$ cat src/rtl/wb_pkg.sv
// ----------------------------------------------------------------------------
// wb_pkg
// Shared types and constants for the writeback arbiter slice.
//   DATA_W / ADDR_W : register-file data and address widths
//   NUM_REGS        : number of architectural registers (width of pend_mask)
//   wb_entry_t      : one pending register write {addr, data}
//   REG_ZERO        : hard-wired zero register; writes to it are dropped
//   grant_e         : which source owns the write port in a given cycle
//   reg_onehot()    : one-hot decode of a register address
// ----------------------------------------------------------------------------
package wb_pkg;

    localparam int DATA_W   = 32;
    localparam int ADDR_W   = 5;
    localparam int NUM_REGS = 1 << ADDR_W;

    typedef struct packed {
        logic [ADDR_W-1:0] addr;
        logic [DATA_W-1:0] data;
    } wb_entry_t;

    localparam logic [ADDR_W-1:0] REG_ZERO = '0;

    typedef enum logic [1:0] {
        GNT_NONE = 2'd0,
        GNT_PIPE = 2'd1,
        GNT_FIFO = 2'd2
    } grant_e;

    function automatic logic [NUM_REGS-1:0] reg_onehot(input logic [ADDR_W-1:0] a);
        logic [NUM_REGS-1:0] v;
        v    = '0;
        v[a] = 1'b1;
        return v;
    endfunction

endpackage

$ cat src/rtl/wb_write_arbiter_if.sv
// ----------------------------------------------------------------------------
// wb_write_arbiter_if
// Bundles the MEM/WB input stream, the long-latency unit handshake and the
// register-file write port plus hazard outputs of the writeback arbiter.
//   slave  : arbiter side (consumes pipe_*/lu_*, drives write/wr/wd,
//            lu_ready, stall_req, pend_mask)
//   master : environment side (pipeline, long-latency unit, register file)
// ----------------------------------------------------------------------------
interface wb_write_arbiter_if;
    import wb_pkg::*;

    logic                pipe_valid;
    logic [ADDR_W-1:0]   pipe_wr;
    logic [DATA_W-1:0]   pipe_wd;
    logic                lu_valid;
    logic                lu_ready;
    logic [ADDR_W-1:0]   lu_wr;
    logic [DATA_W-1:0]   lu_wd;
    logic                write;
    logic [ADDR_W-1:0]   wr;
    logic [DATA_W-1:0]   wd;
    logic                stall_req;
    logic [NUM_REGS-1:0] pend_mask;

    modport slave (
        input  pipe_valid, pipe_wr, pipe_wd,
        input  lu_valid, lu_wr, lu_wd,
        output lu_ready,
        output write, wr, wd,
        output stall_req, pend_mask
    );

    modport master (
        output pipe_valid, pipe_wr, pipe_wd,
        output lu_valid, lu_wr, lu_wd,
        input  lu_ready,
        input  write, wr, wd,
        input  stall_req, pend_mask
    );

endinterface

$ cat src/rtl/wb_fifo.sv
// ----------------------------------------------------------------------------
// wb_fifo
// Small synchronous FIFO of pending long-latency register writes.
//   clk, reset     : clock, asynchronous active-high reset (empties FIFO)
//   i_push         : write i_push_data at the tail (caller guarantees not full)
//   i_pop          : drop the head entry (caller guarantees not empty)
//   o_head         : current head entry (valid when o_count != 0)
//   o_count        : number of valid entries, 0..DEPTH
//   o_entry_valid  : per-slot valid flag, used to build the pending mask
//   o_entry_addr   : per-slot destination register
// The head is read combinationally so a pop can be granted in the same cycle
// the head becomes visible; the storage is a handful of registers.
// ----------------------------------------------------------------------------
module wb_fifo
    import wb_pkg::*;
#(
    parameter int DEPTH = 2
) (
    input  logic                              clk,
    input  logic                              reset,
    input  logic                              i_push,
    input  wb_entry_t                         i_push_data,
    input  logic                              i_pop,
    output wb_entry_t                         o_head,
    output logic [$clog2(DEPTH):0]            o_count,
    output logic [DEPTH-1:0]                  o_entry_valid,
    output logic [DEPTH-1:0][ADDR_W-1:0]      o_entry_addr
);

    localparam int PTR_W = $clog2(DEPTH);

    wb_entry_t        r_mem [DEPTH];
    logic [PTR_W-1:0] r_rd_ptr;
    logic [PTR_W-1:0] r_wr_ptr;
    logic [PTR_W:0]   r_count;

    always_ff @(posedge clk or posedge reset) begin
        if (reset) begin
            r_rd_ptr <= '0;
            r_wr_ptr <= '0;
            r_count  <= '0;
        end else begin
            if (i_push) begin
                r_wr_ptr <= r_wr_ptr + 1'b1;
            end
            if (i_pop) begin
                r_rd_ptr <= r_rd_ptr + 1'b1;
            end
            case ({i_push, i_pop})
                2'b10:   r_count <= r_count + 1'b1;
                2'b01:   r_count <= r_count - 1'b1;
                default: r_count <= r_count;
            endcase
        end
    end

    // Storage carries no reset: validity is tracked by the pointers/count.
    always_ff @(posedge clk) begin
        if (i_push) begin
            r_mem[r_wr_ptr] <= i_push_data;
        end
    end

    assign o_head  = r_mem[r_rd_ptr];
    assign o_count = r_count;

    // A slot is live when its distance from the read pointer (modulo DEPTH,
    // which is a power of two) is below the occupancy.
    for (genvar gi = 0; gi < DEPTH; gi++) begin : g_entry
        logic [PTR_W-1:0] w_offset;
        assign w_offset           = PTR_W'(gi) - r_rd_ptr;
        assign o_entry_valid[gi]  = ({1'b0, w_offset} < r_count);
        assign o_entry_addr[gi]   = r_mem[gi].addr;
    end

endmodule

$ cat src/rtl/wb_write_arbiter.sv
// ----------------------------------------------------------------------------
// wb_write_arbiter
// Drives the single register-file write port, merging the in-order MEM/WB
// stream with buffered long-latency (mul/div) results.
//   clk, reset : clock, asynchronous active-high reset
//   bus        : wb_write_arbiter_if.slave
//       pipe_valid/pipe_wr/pipe_wd : MEM/WB result (held stable by upstream)
//       lu_valid/lu_ready/lu_wr/lu_wd : long-latency result handshake
//       write/wr/wd  : registered register-file write port
//       stall_req    : asks the pipeline to hold MEM/WB so the FIFO head drains
//       pend_mask    : registers with a write still waiting in the FIFO
// Priority: starving FIFO head > qualified pipe result > FIFO head > none.
// ----------------------------------------------------------------------------
module wb_write_arbiter
    import wb_pkg::*;
#(
    parameter int FIFO_DEPTH   = 2,
    parameter int STARVE_LIMIT = 4
) (
    input  logic               clk,
    input  logic               reset,
    wb_write_arbiter_if.slave  bus
);

    localparam int CNT_W = $clog2(FIFO_DEPTH) + 1;
    localparam int AGE_W = $clog2(STARVE_LIMIT + 1);

    wb_entry_t                        w_head;
    wb_entry_t                        w_push_data;
    logic [CNT_W-1:0]                 w_count;
    logic [FIFO_DEPTH-1:0]            w_entry_valid;
    logic [FIFO_DEPTH-1:0][ADDR_W-1:0] w_entry_addr;
    logic                             w_empty;
    logic                             w_lu_ready;
    logic                             w_push;
    logic                             w_pop;
    logic                             w_pipe_q;
    logic                             w_stall;
    grant_e                           w_grant;
    logic [NUM_REGS-1:0]              w_dec [FIFO_DEPTH];
    logic [NUM_REGS-1:0]              w_pend;

    logic [AGE_W-1:0]                 r_age;
    logic                             r_write;
    logic [ADDR_W-1:0]                r_wr;
    logic [DATA_W-1:0]                r_wd;

    // lu_ready looks only at the registered occupancy, so a pop in the same
    // cycle never lets a full FIFO accept.
    assign w_empty     = (w_count == '0);
    assign w_lu_ready  = (w_count < CNT_W'(FIFO_DEPTH));
    // Results targeting the zero register complete the handshake but vanish.
    assign w_push      = bus.lu_valid && w_lu_ready && (bus.lu_wr != REG_ZERO);
    assign w_push_data = '{addr: bus.lu_wr, data: bus.lu_wd};
    assign w_pipe_q    = bus.pipe_valid && (bus.pipe_wr != REG_ZERO);
    assign w_stall     = (r_age == AGE_W'(STARVE_LIMIT)) && !w_empty;

    always_comb begin
        w_grant = GNT_NONE;
        if (w_stall) begin
            w_grant = GNT_FIFO;
        end else if (w_pipe_q) begin
            w_grant = GNT_PIPE;
        end else if (!w_empty) begin
            w_grant = GNT_FIFO;
        end
    end

    assign w_pop = (w_grant == GNT_FIFO);

    wb_fifo #(
        .DEPTH (FIFO_DEPTH)
    ) u_fifo (
        .clk           (clk),
        .reset         (reset),
        .i_push        (w_push),
        .i_push_data   (w_push_data),
        .i_pop         (w_pop),
        .o_head        (w_head),
        .o_count       (w_count),
        .o_entry_valid (w_entry_valid),
        .o_entry_addr  (w_entry_addr)
    );

    // Age of the current head: counts cycles it has been passed over and
    // saturates, so stall_req stays up until the head is finally written.
    always_ff @(posedge clk or posedge reset) begin
        if (reset) begin
            r_age <= '0;
        end else if (w_empty || w_pop) begin
            r_age <= '0;
        end else if (r_age < AGE_W'(STARVE_LIMIT)) begin
            r_age <= r_age + 1'b1;
        end
    end

    // Write port: wr/wd keep their last value on idle cycles.
    always_ff @(posedge clk or posedge reset) begin
        if (reset) begin
            r_write <= 1'b0;
            r_wr    <= '0;
            r_wd    <= '0;
        end else begin
            case (w_grant)
                GNT_PIPE: begin
                    r_write <= 1'b1;
                    r_wr    <= bus.pipe_wr;
                    r_wd    <= bus.pipe_wd;
                end
                GNT_FIFO: begin
                    r_write <= 1'b1;
                    r_wr    <= w_head.addr;
                    r_wd    <= w_head.data;
                end
                default: begin
                    r_write <= 1'b0;
                end
            endcase
        end
    end

    for (genvar gi = 0; gi < FIFO_DEPTH; gi++) begin : g_dec
        assign w_dec[gi] = w_entry_valid[gi] ? reg_onehot(w_entry_addr[gi]) : '0;
    end

    always_comb begin
        w_pend = '0;
        for (int i = 0; i < FIFO_DEPTH; i++) begin
            w_pend = w_pend | w_dec[i];
        end
    end

    assign bus.lu_ready  = w_lu_ready;
    assign bus.write     = r_write;
    assign bus.wr        = r_wr;
    assign bus.wd        = r_wd;
    assign bus.stall_req = w_stall;
    assign bus.pend_mask = w_pend;

endmodule

$ cat src/flat_wrapper.sv
// flat-port wrapper written by rule: the top's interface ports become plain ports
module wb_write_arbiter_flat import wb_pkg::*;
#(
    parameter int FIFO_DEPTH   = 2,
    parameter int STARVE_LIMIT = 4
)
  (clk, reset, bus_pipe_valid, bus_pipe_wr, bus_pipe_wd, bus_lu_valid, bus_lu_wr, bus_lu_wd, bus_lu_ready, bus_write, bus_wr, bus_wd, bus_stall_req, bus_pend_mask);
  wb_write_arbiter_if bus_i ();
  input  logic clk;
  input  logic reset;
  input wire logic [$bits(bus_i.pipe_valid)-1:0] bus_pipe_valid;
  input wire logic [$bits(bus_i.pipe_wr)-1:0] bus_pipe_wr;
  input wire logic [$bits(bus_i.pipe_wd)-1:0] bus_pipe_wd;
  input wire logic [$bits(bus_i.lu_valid)-1:0] bus_lu_valid;
  input wire logic [$bits(bus_i.lu_wr)-1:0] bus_lu_wr;
  input wire logic [$bits(bus_i.lu_wd)-1:0] bus_lu_wd;
  output wire logic [$bits(bus_i.lu_ready)-1:0] bus_lu_ready;
  output wire logic [$bits(bus_i.write)-1:0] bus_write;
  output wire logic [$bits(bus_i.wr)-1:0] bus_wr;
  output wire logic [$bits(bus_i.wd)-1:0] bus_wd;
  output wire logic [$bits(bus_i.stall_req)-1:0] bus_stall_req;
  output wire logic [$bits(bus_i.pend_mask)-1:0] bus_pend_mask;
  assign bus_i.pipe_valid = bus_pipe_valid;
  assign bus_i.pipe_wr = bus_pipe_wr;
  assign bus_i.pipe_wd = bus_pipe_wd;
  assign bus_i.lu_valid = bus_lu_valid;
  assign bus_i.lu_wr = bus_lu_wr;
  assign bus_i.lu_wd = bus_lu_wd;
  assign bus_lu_ready = bus_i.lu_ready;
  assign bus_write = bus_i.write;
  assign bus_wr = bus_i.wr;
  assign bus_wd = bus_i.wd;
  assign bus_stall_req = bus_i.stall_req;
  assign bus_pend_mask = bus_i.pend_mask;
  wb_write_arbiter #(.FIFO_DEPTH(FIFO_DEPTH), .STARVE_LIMIT(STARVE_LIMIT)) u_core (.clk(clk), .reset(reset), .bus(bus_i));
endmodule
$ cat config.mk
export PLATFORM = sky130hd
export DESIGN_NAME = wb_write_arbiter_flat
export DESIGN_NICKNAME = d
export VERILOG_FILES = /design/src/rtl/wb_pkg.sv /design/src/rtl/wb_write_arbiter_if.sv /design/src/rtl/wb_fifo.sv /design/src/rtl/wb_write_arbiter.sv /design/src/flat_wrapper.sv
export SDC_FILE = /design/constraint.sdc
export NUM_CORES = 1
export LEC_CHECK = 0
export CAP_MARGIN = 20
export CELL_PAD_IN_SITES_DETAIL_PLACEMENT = 1
export CELL_PAD_IN_SITES_GLOBAL_PLACEMENT = 2
export CORE_MARGIN = 3
export CORE_UTILIZATION = 34
export DETAILED_ROUTE_END_ITERATION = 7
export PLACE_DENSITY = 0.92
export SLEW_MARGIN = 40
export SYNTH_ARGS = -nofsm -noshare
export SYNTH_HDL_FRONTEND = slang
export SYNTH_SLANG_ARGS = --single-unit
$ cat constraint.sdc
create_clock -name clk -period 5.15 [get_ports clk]
set_clock_uncertainty 0.2 [all_clocks]
set_input_delay 1.03 -clock clk [delete_from_list [all_inputs] [get_ports clk]]
set_output_delay 1.03 -clock clk [all_outputs]
set_load 0.03 [all_outputs]
---- After elaboration in Yosys (flattened, before gate mapping) ----
Memories as Yosys holds them, arrays and structs flattened.
Index checks and enable logic that the tools add are counted.
cells by class
  $add $sub $neg .......................... 7
  magnitude comparators ................... 8
  eq/ne operators ......................... 5
  multiplexer cells ....................... 17
  bitwise gates (word level) .............. 1
  reductions and logical operators ........ 15
operators by type and width
  cell                                                                count
  two-way mux 32 bit                                                  2
  case mux 32 bit (2 select lines)                                    1
  bitwise OR 32 bit                                                   1
  < comparator 5 x 6 -> 1 bit (second input constant)                 2
  demux 1 bit (select 5 bit)                                          2
  greater-or-equal comparator 5 x 1 -> 1 bit (second input constant)  2
  case mux 5 bit (2 select lines)                                     1
  nonzero test 5 bit                                                  2
  logical AND 1 bit                                                   6
  two-way mux 2 bit                                                   3
  two-way mux 3 bit                                                   2
  nonzero test 2 bit                                                  3
  two-way mux 1 bit                                                   5
  == test 2 x 1 -> 1 bit (second input constant)                      2
  == test 2 bit (second input constant)                               2
  < comparator 1 x 2 -> 1 bit                                         2
  case mux 2 bit (2 select lines)                                     1
  adder 3 x 1 -> 3 bit (second input constant)                        1
  == test 3 bit (second input constant)                               1
  < comparator 3 bit (second input constant)                          1
  adder 1 bit (second input constant)                                 2
  adder 2 x 1 -> 2 bit (second input constant)                        1
  zero test 2 bit                                                     1
  < comparator 2 bit (second input constant)                          1
  other kinds (5)                                                     6
storage, ports and cells
  bits in registers ....................... 45
  RAM bits ................................ 74
  bits of input ports ..................... 78
  memories kept ........................... 1
memories
  name                 depth  width  read ports  clocked after memory_dff  write ports  RTL line       source
  u_core.u_fifo.r_mem  2      37     3           0                         1            wb_fifo.sv:32  wb_entry_t r_mem [DEPTH];

---- Longest topological paths before layout ----
Gate-level depths: netlist of run 1.
  depth after elaboration ................. 7
  depth in mapped cells ................... 11
  mapped depth without buffers ............ 10

---- Hierarchy ----
A second synthesis of run 1 with hierarchy kept.
second synthesis, totals
  cell total of the unflattened synthesis .. 390
  area, all modules ....................... 5261.3 sq um
by module, submodules not included
  module            instances  cells an instance  area each (sq um)  seq. area each (sq um)
  wb_fifo           1          143                2950.3             2322.2
  wb_write_arbiter  1          247                2311.0             1026.0

---- Worst setup path before layout of run 1 ----
Ideal clock, no wire load.
  kind .................................... input -> register
  from .................................... in bus_lu_wr[0]
  to ...................................... mem u_core.u_fifo.r_mem[0][0] (netlist bit), enable pin
  arrival time ............................ 2820 ps
  data required time ...................... 4519 ps
  slack ................................... 1699 ps
  stages .................................. 3
  buffers on the path ..................... 0
  path through ............................ or4_4 > o211ai_4 > nor2_1
on the way
  longest elaborated chain between the ends .. 4
ends and longest elaborated chain
  item                                     RTL line                source
  start, declared                          flat_wrapper.sv:15      input wire logic [$bits(bus_i.lu_wr)-1:0] bus_lu_wr;
  nonzero test 5 bit                       wb_write_arbiter.sv:53  assign w_push = bus.lu_valid && w_lu_ready && (bus.lu_wr != REG_ZERO);
  logical AND 1 bit                        wb_write_arbiter.sv:53
  two-way mux 1 bit                        wb_fifo.sv:59           if (i_push) begin
  two-way mux 1 bit (implied by the code)  wb_fifo.sv:60           r_mem[r_wr_ptr] <= i_push_data;
  end, declared                            wb_fifo.sv:32
No other way between the ends.

---- Worst setup path in the final report of run 1 ----
  from .................................... reg u_core.u_fifo.r_rd_ptr
  to ...................................... out bus_pend_mask[31]
on the way
  longest elaborated chain between the ends .. 4
  elaborated cells between the ends (all ways) .. 7
  classes of those cells .................. add/sub (2); order compare (2); mux (2); bitwise (1)
ends and longest elaborated chain
  item                         RTL line                 source
  start, declared              wb_fifo.sv:33            logic [PTR_W-1:0] r_rd_ptr;
  start signal, assigned       wb_fifo.sv:47            r_rd_ptr <= r_rd_ptr + 1'b1;
  subtractor 1 bit             wb_fifo.sv:71            assign w_offset = PTR_W'(gi) - r_rd_ptr;
  < comparator 1 x 2 -> 1 bit  wb_fifo.sv:72            assign o_entry_valid[gi] = ({1'b0, w_offset} < r_count);
  two-way mux 32 bit           wb_write_arbiter.sv:123  assign w_dec[gi] = w_entry_valid[gi] ? reg_onehot(w_entry_addr[gi]) : '0;
  bitwise OR 32 bit (*)        wb_write_arbiter.sv:129  w_pend = w_pend | w_dec[i];
  end, declared                flat_wrapper.sv:22       output wire logic [$bits(bus_i.pend_mask)-1:0] bus_pend_mask;
Every way passes the cells marked *; elsewhere a longest branch is shown, timed or not.

==> results of run 1 <==
==> per-stage QoR <==
stage	instance area [um^2]	utilization, %	power [W]	hold WS (ns)
2_1_floorplan	5190	-	0.00268	0.268
3_3_place_gp	6850	46.4	0.00328	0.261
3_5_place_dp	6910	46.9	0.00340	0.272
4_1_cts	7470	50.6	0.00452	0.284
5_1_grt	7470	50.6	0.00471	0.297
6_report	7470	50.6	0.00445	0.280
==> worst reg2reg max path, delay by kind of cell (launching register included) <==
kind	cells	cell delay (ns)
adders and majority gates	2	0.93
AOI/OAI and AO/OA	4	0.64
DFF	1	0.39
buffers and inverters	2	0.38
and+or+nand+nor	1	0.19
==> state kept, by name (all words and copies together) (netlist names) <==
name                    flops
u_core.bus.wd              32
u_core.bus.wr               5
u_core.bus.write            1
u_core.r_age                3
u_core.u_fifo.o_count       2
u_core.u_fifo.r_mem        74
u_core.u_fifo.r_rd_ptr      1
u_core.u_fifo.r_wr_ptr      1
==> cell usage after synthesis (all sizes together) <==
cell,n
nand2,3
and2b,1
nand3b,8
a21o,38
buf,11
nor2,46
inv,7
nor3,3
nand3,3
a211oi,37
o211ai,4
dfrtp,45
or3b,4
mux2i,38
ha,4
or3,2
clkbuf,14
o22ai,32
or4,2
nor2b,3
xnor2,4
xor2,2
o21ai,3
edfxtp,74
==> worst max-delay path by stage <==
stage	slack [ns]	startpoint	cells past startpoint	endpoint
global route	0.91	u_core.u_fifo.r_rd_ptr	4	bus_pend_mask[31]
finish	1.07	u_core.u_fifo.r_rd_ptr	4	bus_pend_mask[31]
detailed placement	1.10	bus_pipe_wr[0]	9	u_core.bus.wd[15]
CTS	1.02	u_core.u_fifo.r_rd_ptr	4	bus_pend_mask[19]
global placement	1.27	bus_pipe_wr[0]	9	u_core.bus.wr[2]
floorplan	1.70	bus_lu_wr[0]	3	u_core.u_fifo.r_mem[0][0]
==> power by group through the flow <==
stage,combinational [W],clock [W],sequential (W)
2_1_floorplan,0.000908,0,0.00177
3_3_place_gp,0.00174,0,0.00155
3_5_place_dp,0.00184,0,0.00156
4_1_cts,0.00185,0.00112,0.00155
5_1_grt,0.00196,0.00117,0.00158
6_report,0.00181,0.00110,0.00154
==> layer usage <==
| metal | vias up | part of all wire, % | wire length, um |
|---|---|---|---|
| met5 | - | 0 | 0 |
| met4 | 0 | 1.3 | 178 |
| met3 | 16 | 4.4 | 601 |
| met2 | 114 | 53 | 7150 |
| met1 | 1907 | 42 | 5670 |
| li1 | 1792 | - | - |
==> layout make-up <==
cell class                      instances  area (um^2)
Clock inverter                         13          105
Tap cell                              184          230
Multi-Input combinational cell        237         1700
Clock buffer                           19          453
Fill cell                            1512         7280
Inverter                                7         28.8
Timing Repair Buffer                  157         1610
Sequential cell                       119         3350
==> cells by family after synthesis <==
group | share of synthesized area, %
DFF | 64.5
AOI/OAI and AO/OA | 15.9
and+or+nand+nor | 7.21
muxes | 7.33
buffers and inverters | 3.11
xor gates and xnor gates | 1.01
adders and majority gates | 0.964
==> results.json, run 1 <==
{
  "tns_ns": 0,
  "combPwrFrac_pct": 40.7,
  "met1_usage_pct": 20.3,
  "wirelength_um": 13600,
  "portBuffers": 149,
  "yosys.cell_types.count": 33,
  "clk_root_buffer_cell": "clkbuf_16",
  "clk_pin_slew_ns": 0.05,
  "chipWidth_um": 130,
  "grt_max_degree": 46,
  "cts_resized": 0,
  "globalRouteTotalUtil_pct": 16.8,
  "grt_antenna_before_repair": 0,
  "startpoint_type": "register",
  "drc": 0,
  "routed_via_density": 5.20,
  "holdPathStages": 1,
  "wl_per_cell_um": 18.5,
  "worstPathMaxFanout": 21,
  "grt.busiest_layer": "met2",
  "path_buf_inv": 1,
  "p_sw_w": 0.00166,
  "slew_headroom_pct": 49.5,
  "fin_crit_sh_pct": 79.1,
  "die_h_um": 130,
  "n_antenna_cell": 0,
  "synth_area_um2": 5190,
  "crit_family": "compound AO/OA/AOI/OAI gates",
  "critPathRequiredTime_ns": 3.92,
  "slowest_delay_ns": 0.76,
  "final_cells": 736,
  "ys_warn_count": 0,
  "gr-total-overflow": 0,
  "cp.arrival_ns": 2.85,
  "rsz0062_at_grt": "false",
  "pre_cts_slack_ns": 1.10,
  "ys_ff_latch": 119,
  "cts_inserted_buffers": 17,
  "ys_seq_area_share_pct": 64.5,
  "grt_pass1_wl_um": 21800,
  "hp-class": "reg2reg",
  "grt_pass1_vias": 4263,
  "crit_path_end_kind": "primary output",
  "hold_violations": 0,
  "maxSlewViolCount": 0,
  "cp_slowest_cell": "dfrtp_2",
  "cts-hold-fix-buffers": 0,
  "post_cts_buffers": 0,
  "crit_chain": "nor2b_1 -> o211ai_1 -> o22ai_1 -> clkdlybuf4s50_1",
  "synth_area_leader_cell": "edfxtp_1",
  "power_frac_seq_pct": 34.7,
  "min-delay-start": "u_core.bus.wr[2]",
  "dp_hpwl_um": 9870,
  "syn_avg_cell_area_um2": 13.4,
  "start_util_pct": 35.2,
  "drt_iter0_drc": 198,
  "drv_cap": 0,
  "dieArea_um2": 16800,
  "r2r-end": "u_core.bus.wd[31]",
  "yosys.area.top_type_share_pct": 42.8,
  "clkPwrFrac_pct": 24.6,
  "r2r_cells": 9,
  "gp_congestion": 0.811,
  "postRouteAntennaNets": 0,
  "met3_usage_pct": 4.00,
  "r2r_slack_ns": 2.32,
  "fmax_mhz": 245,
  "mostFrequentLayoutCell": "clkdlybuf4s50_1",
  "p_int_w": 0.00280,
  "drive_gt1_share_pct": 9.78,
  "fin_nets": 621,
  "status": "complete, no violations",
  "synthCells": 388,
  "leakage_nw": 2.96,
  "worst-setup-path-type": "reg2out",
  "fin_ws_ns": 1.07,
  "cts_tree": "done",
  "cts_max_level": 4,
  "vias": 3829,
  "setup_viol": 0,
  "most-common-layout-cells": "149 x clkdlybuf4s50_1, 74 x edfxtp_1, 44 x nor2_1, 44 x dfrtp_1, 38 x mux2i_1",
  "clk_latency_ns": 0.41,
  "powerDensity_nw_per_um2": 596,
  "drt_pass1_iterations": 4,
  "ios": 150,
  "cts.path.max_buffers": 2,
  "r2r_start": "u_core.r_age[0]",
  "use_met2_pct": 29.5,
  "dpl.cell_count": 704,
  "switching_share_pct": 37.2,
  "area_delta_synth_final_pct": 43.9,
  "vdd_drop_max_mv": 0.285,
  "period_needed_ns": 4.08,
  "whs_endpoint": "u_core.bus.wr[2]",
  "worstMarginPinSlew_ns": 0.754,
  "cts.sinks": 119,
  "core_region_area_um2": 14800,
  "syn_nets": 470,
  "synth_area_leaders": "edfxtp_1 43%, dfrtp_1 22%, mux2i_1 7.3%",
  "rows": 44
}
(Power assumes the default switching activity.)
==> inputs of run 2 (changes only) <==
--- a/config.mk
+++ b/config.mk
@@ -9,9 +9,9 @@
 export CELL_PAD_IN_SITES_DETAIL_PLACEMENT = 1
 export CELL_PAD_IN_SITES_GLOBAL_PLACEMENT = 2
 export CORE_MARGIN = 3
-export CORE_UTILIZATION = 34
+export CORE_UTILIZATION = 28
 export DETAILED_ROUTE_END_ITERATION = 7
-export PLACE_DENSITY = 0.92
+export PLACE_DENSITY = 0.82
 export SLEW_MARGIN = 40
 export SYNTH_ARGS = -nofsm -noshare
 export SYNTH_HDL_FRONTEND = slang
==> constraint.sdc (replaced) <==
create_clock -name clk -period 3.3 [get_ports clk]
set_clock_uncertainty 0.2 [all_clocks]
set_input_delay 0.66 -clock clk [delete_from_list [all_inputs] [get_ports clk]]
set_output_delay 0.66 -clock clk [all_outputs]
set_load 0.03 [all_outputs]
==> run 2 against run 1 <==
  * Sequential share of layout area decreased by 0.77 points
  * Non-clock buffer count rose by 6
  * Register-to-register slack worse by 1.6 ns
  * Worst hold slack worse by 0.0056 ns
  * Sequential power increased by 53%
  * Combinational power increased by 64%
  * Largest power group unchanged
  * Power grew 57%
  * First-iteration DRC count fell by 38%
  * Sequential cell count stayed put
  * Utilization fell by 8.6 points
  * Critical endpoint is now bus_pend_mask[17]
==> results.json, run 2 (same netlist as run 1, synthesis figures left out) <==
{
  "clk_latency_ns": 0.41,
  "cp.arrival_ns": 2.38,
  "whs_endpoint": "u_core.bus.wd[7]",
  "finish.utilization_pct": 42.0,
  "vdd_drop_max_mv": 0.398,
  "slowest_delay_ns": 0.70,
  "area_delta_synth_final_pct": 46.5,
  "startpoint_type": "register",
  "powerDensity_nw_per_um2": 919,
  "cp_slowest_cell": "clkdlybuf4s50_1",
  "cts-hold-fix-buffers": 0,
  "drv_cap": 0,
  "dpl.cell_count": 754,
  "rsz0062_at_grt": "true",
  "postRouteAntennaNets": 0,
  "gr-total-overflow": 0,
  "fillers": 1898,
  "wirelength_um": 14300,
  "slew_headroom_pct": 51.8,
  "fmax_mhz": 308,
  "fin_ws_ns": 0.0579,
  "critPathRequiredTime_ns": 2.44,
  "switching_share_pct": 36.7,
  "tns_ns": 0,
  "vias": 3883,
  "fin_nets": 627,
  "status": "complete, no violations",
  "ios": 150,
  "portBuffers": 149,
  "most-common-layout-cells": "134 x clkdlybuf4s50_1, 74 x edfxtp_1, 44 x nor2_1, 44 x dfrtp_1, 38 x mux2i_1",
  "hold_ws_ns": 0.275,
  "globalRouteTotalUtil_pct": 14.3,
  "cts_tree": "done",
  "drt_pass1_iterations": 4,
  "hp-class": "reg2reg",
  "hold_violations": 0,
  "fin_crit_sh_pct": 98.2,
  "setup_viol": 0,
  "dieArea_um2": 20200,
  "cts.sinks": 119,
  "combPwrFrac_pct": 42.4,
  "wl_per_cell_um": 18.2,
  "p_sw_w": 0.00256,
  "grt_pass1_vias": 4248,
  "drc": 0,
  "rows": 49,
  "grt_max_degree": 48,
  "cts.path.max_buffers": 2,
  "dp_hpwl_um": 10100,
  "chipWidth_um": 142,
  "clk_pin_slew_ns": 0.05,
  "crit_path_end_kind": "primary output",
  "r2r_cells": 8,
  "cts_max_level": 4,
  "clkPwrFrac_pct": 23.9,
  "min-delay-start": "u_core.bus.wd[7]",
  "start_util_pct": 28.7,
  "n_antenna_cell": 0,
  "period_needed_ns": 3.24,
  "p_int_w": 0.00442,
  "worstMarginPinSlew_ns": 0.722,
  "largest_reg_flops": 74,
  "cts_inserted_buffers": 17,
  "drt_iter0_drc": 123,
  "top_register": "u_core.u_fifo.r_mem",
  "drive_gt1_share_pct": 10.4,
  "pre_cts_slack_ns": -0.0766,
  "clk_root_buffer_cell": "clkbuf_16",
  "maxSlewViolCount": 0,
  "worstPathMaxFanout": 9,
  "r2r_start": "u_core.u_fifo.o_count[1]",
  "power_frac_seq_pct": 33.7,
  "grt_pass1_wl_um": 22400,
  "grt_antenna_before_repair": 0,
  "r2r-end": "u_core.u_fifo.o_count[1]",
  "routed_via_density": 4.93,
  "leakage_nw": 3.15,
  "core_region_area_um2": 18100,
  "gp_congestion": 0.772,
  "holdPathStages": 1,
  "final_cells": 787,
  "crit_chain": "or3b_2 -> o22ai_1 -> clkdlybuf4s50_1",
  "worst-setup-path-type": "reg2out",
  "die_h_um": 142,
  "mostFrequentLayoutCell": "clkdlybuf4s50_1",
  "r2r_slack_ns": 0.72
}
[run 2: cell count changes in the layout (fill, tap and decap cells not counted), sizes merged]
cell and delta:
inv -1, clkinvlp -1, clkbuf +8, dlygate4sd2 +6, dlymetal6s2s +7, clkinv -6, buf +8, clkdlybuf4s50 -15
[run 2: worst max-delay path by stage]
| stage | to | depth (start not counted) | from |
|---|---|---|---|
| final | bus_pend_mask[17] | 3 | u_core.u_fifo.r_mem[1][34] |
| after CTS | bus_pend_mask[29] | 4 | u_core.u_fifo.o_count[0] |
| after global routing | bus_pend_mask[28] | 4 | u_core.u_fifo.o_count[1] |
| after floorplan | u_core.u_fifo.r_mem[0][0] | 4 | u_core.u_fifo.o_count[1] |
| after detailed placement | u_core.u_fifo.o_count[1] | 9 | bus_pipe_wr[0] |
| after global placement | u_core.u_fifo.o_count[1] | 9 | bus_pipe_wr[0] |
[run 2: timing repair]
item	4_1_cts	5_1_grt
endpoints found under the setup margin	8	18
buffers inserted	1	0
gates resized for setup	7	10
cloned	0	0
pin swaps	1	0
[run 2: power by group through the flow]
stage | combinational (W) | clock (W) | sequential, W
CTS | 0.00302 | 0.00173 | 0.00236
floorplan | 0.00142 | 0 | 0.00277
global route | 0.00319 | 0.00180 | 0.00241
global placement | 0.00285 | 0 | 0.00235
detailed placement | 0.00301 | 0 | 0.00238
finish | 0.00296 | 0.00167 | 0.00235
[run 2: metrics by stage]
step           power [W]  instance area, um^2
2_1_floorplan    0.00418                 5190
3_3_place_gp     0.00520                 6950
3_5_place_dp     0.00538                 7040
4_1_cts          0.00710                 7570
5_1_grt          0.00740                 7600
6_report         0.00699                 7600
[run 2: routing by layer]
metal / wire [um] / GRT usage (%) / up-vias
met4: 172 / 4.85 / 0
li1: - / - / 1805
met1: 6020 / 16.3 / 1954
met3: 692 / 4.50 / 16
met2: 7410 / 25.3 / 108
met5: 0 / 0 / -
[run 2: final cells by class]
| cell class | count | area, um^2 | area share (%) |
|---|---|---|---|
| Multi-Input combinational cell | 237 | 1710 | 22.5 |
| Clock inverter | 5 | 50.0 | 0.658 |
| Timing Repair Buffer | 163 | 1690 | 22.3 |
| Sequential cell | 119 | 3350 | 44.1 |
| Tap cell | 229 | 287 | 3.77 |
| Inverter | 7 | 26.3 | 0.346 |
| Clock buffer | 27 | 483 | 6.35 |
[run 2: worst max-delay path: cells and delay by family, from the launching register on]
| family | cells | cell delay [ns] |
|---|---|---|
| DFF | 1 | 0.51 |
| and+or+nand+nor | 1 | 0.56 |
| AOI/OAI and AO/OA | 1 | 0.20 |
| buffers and inverters | 1 | 0.70 |
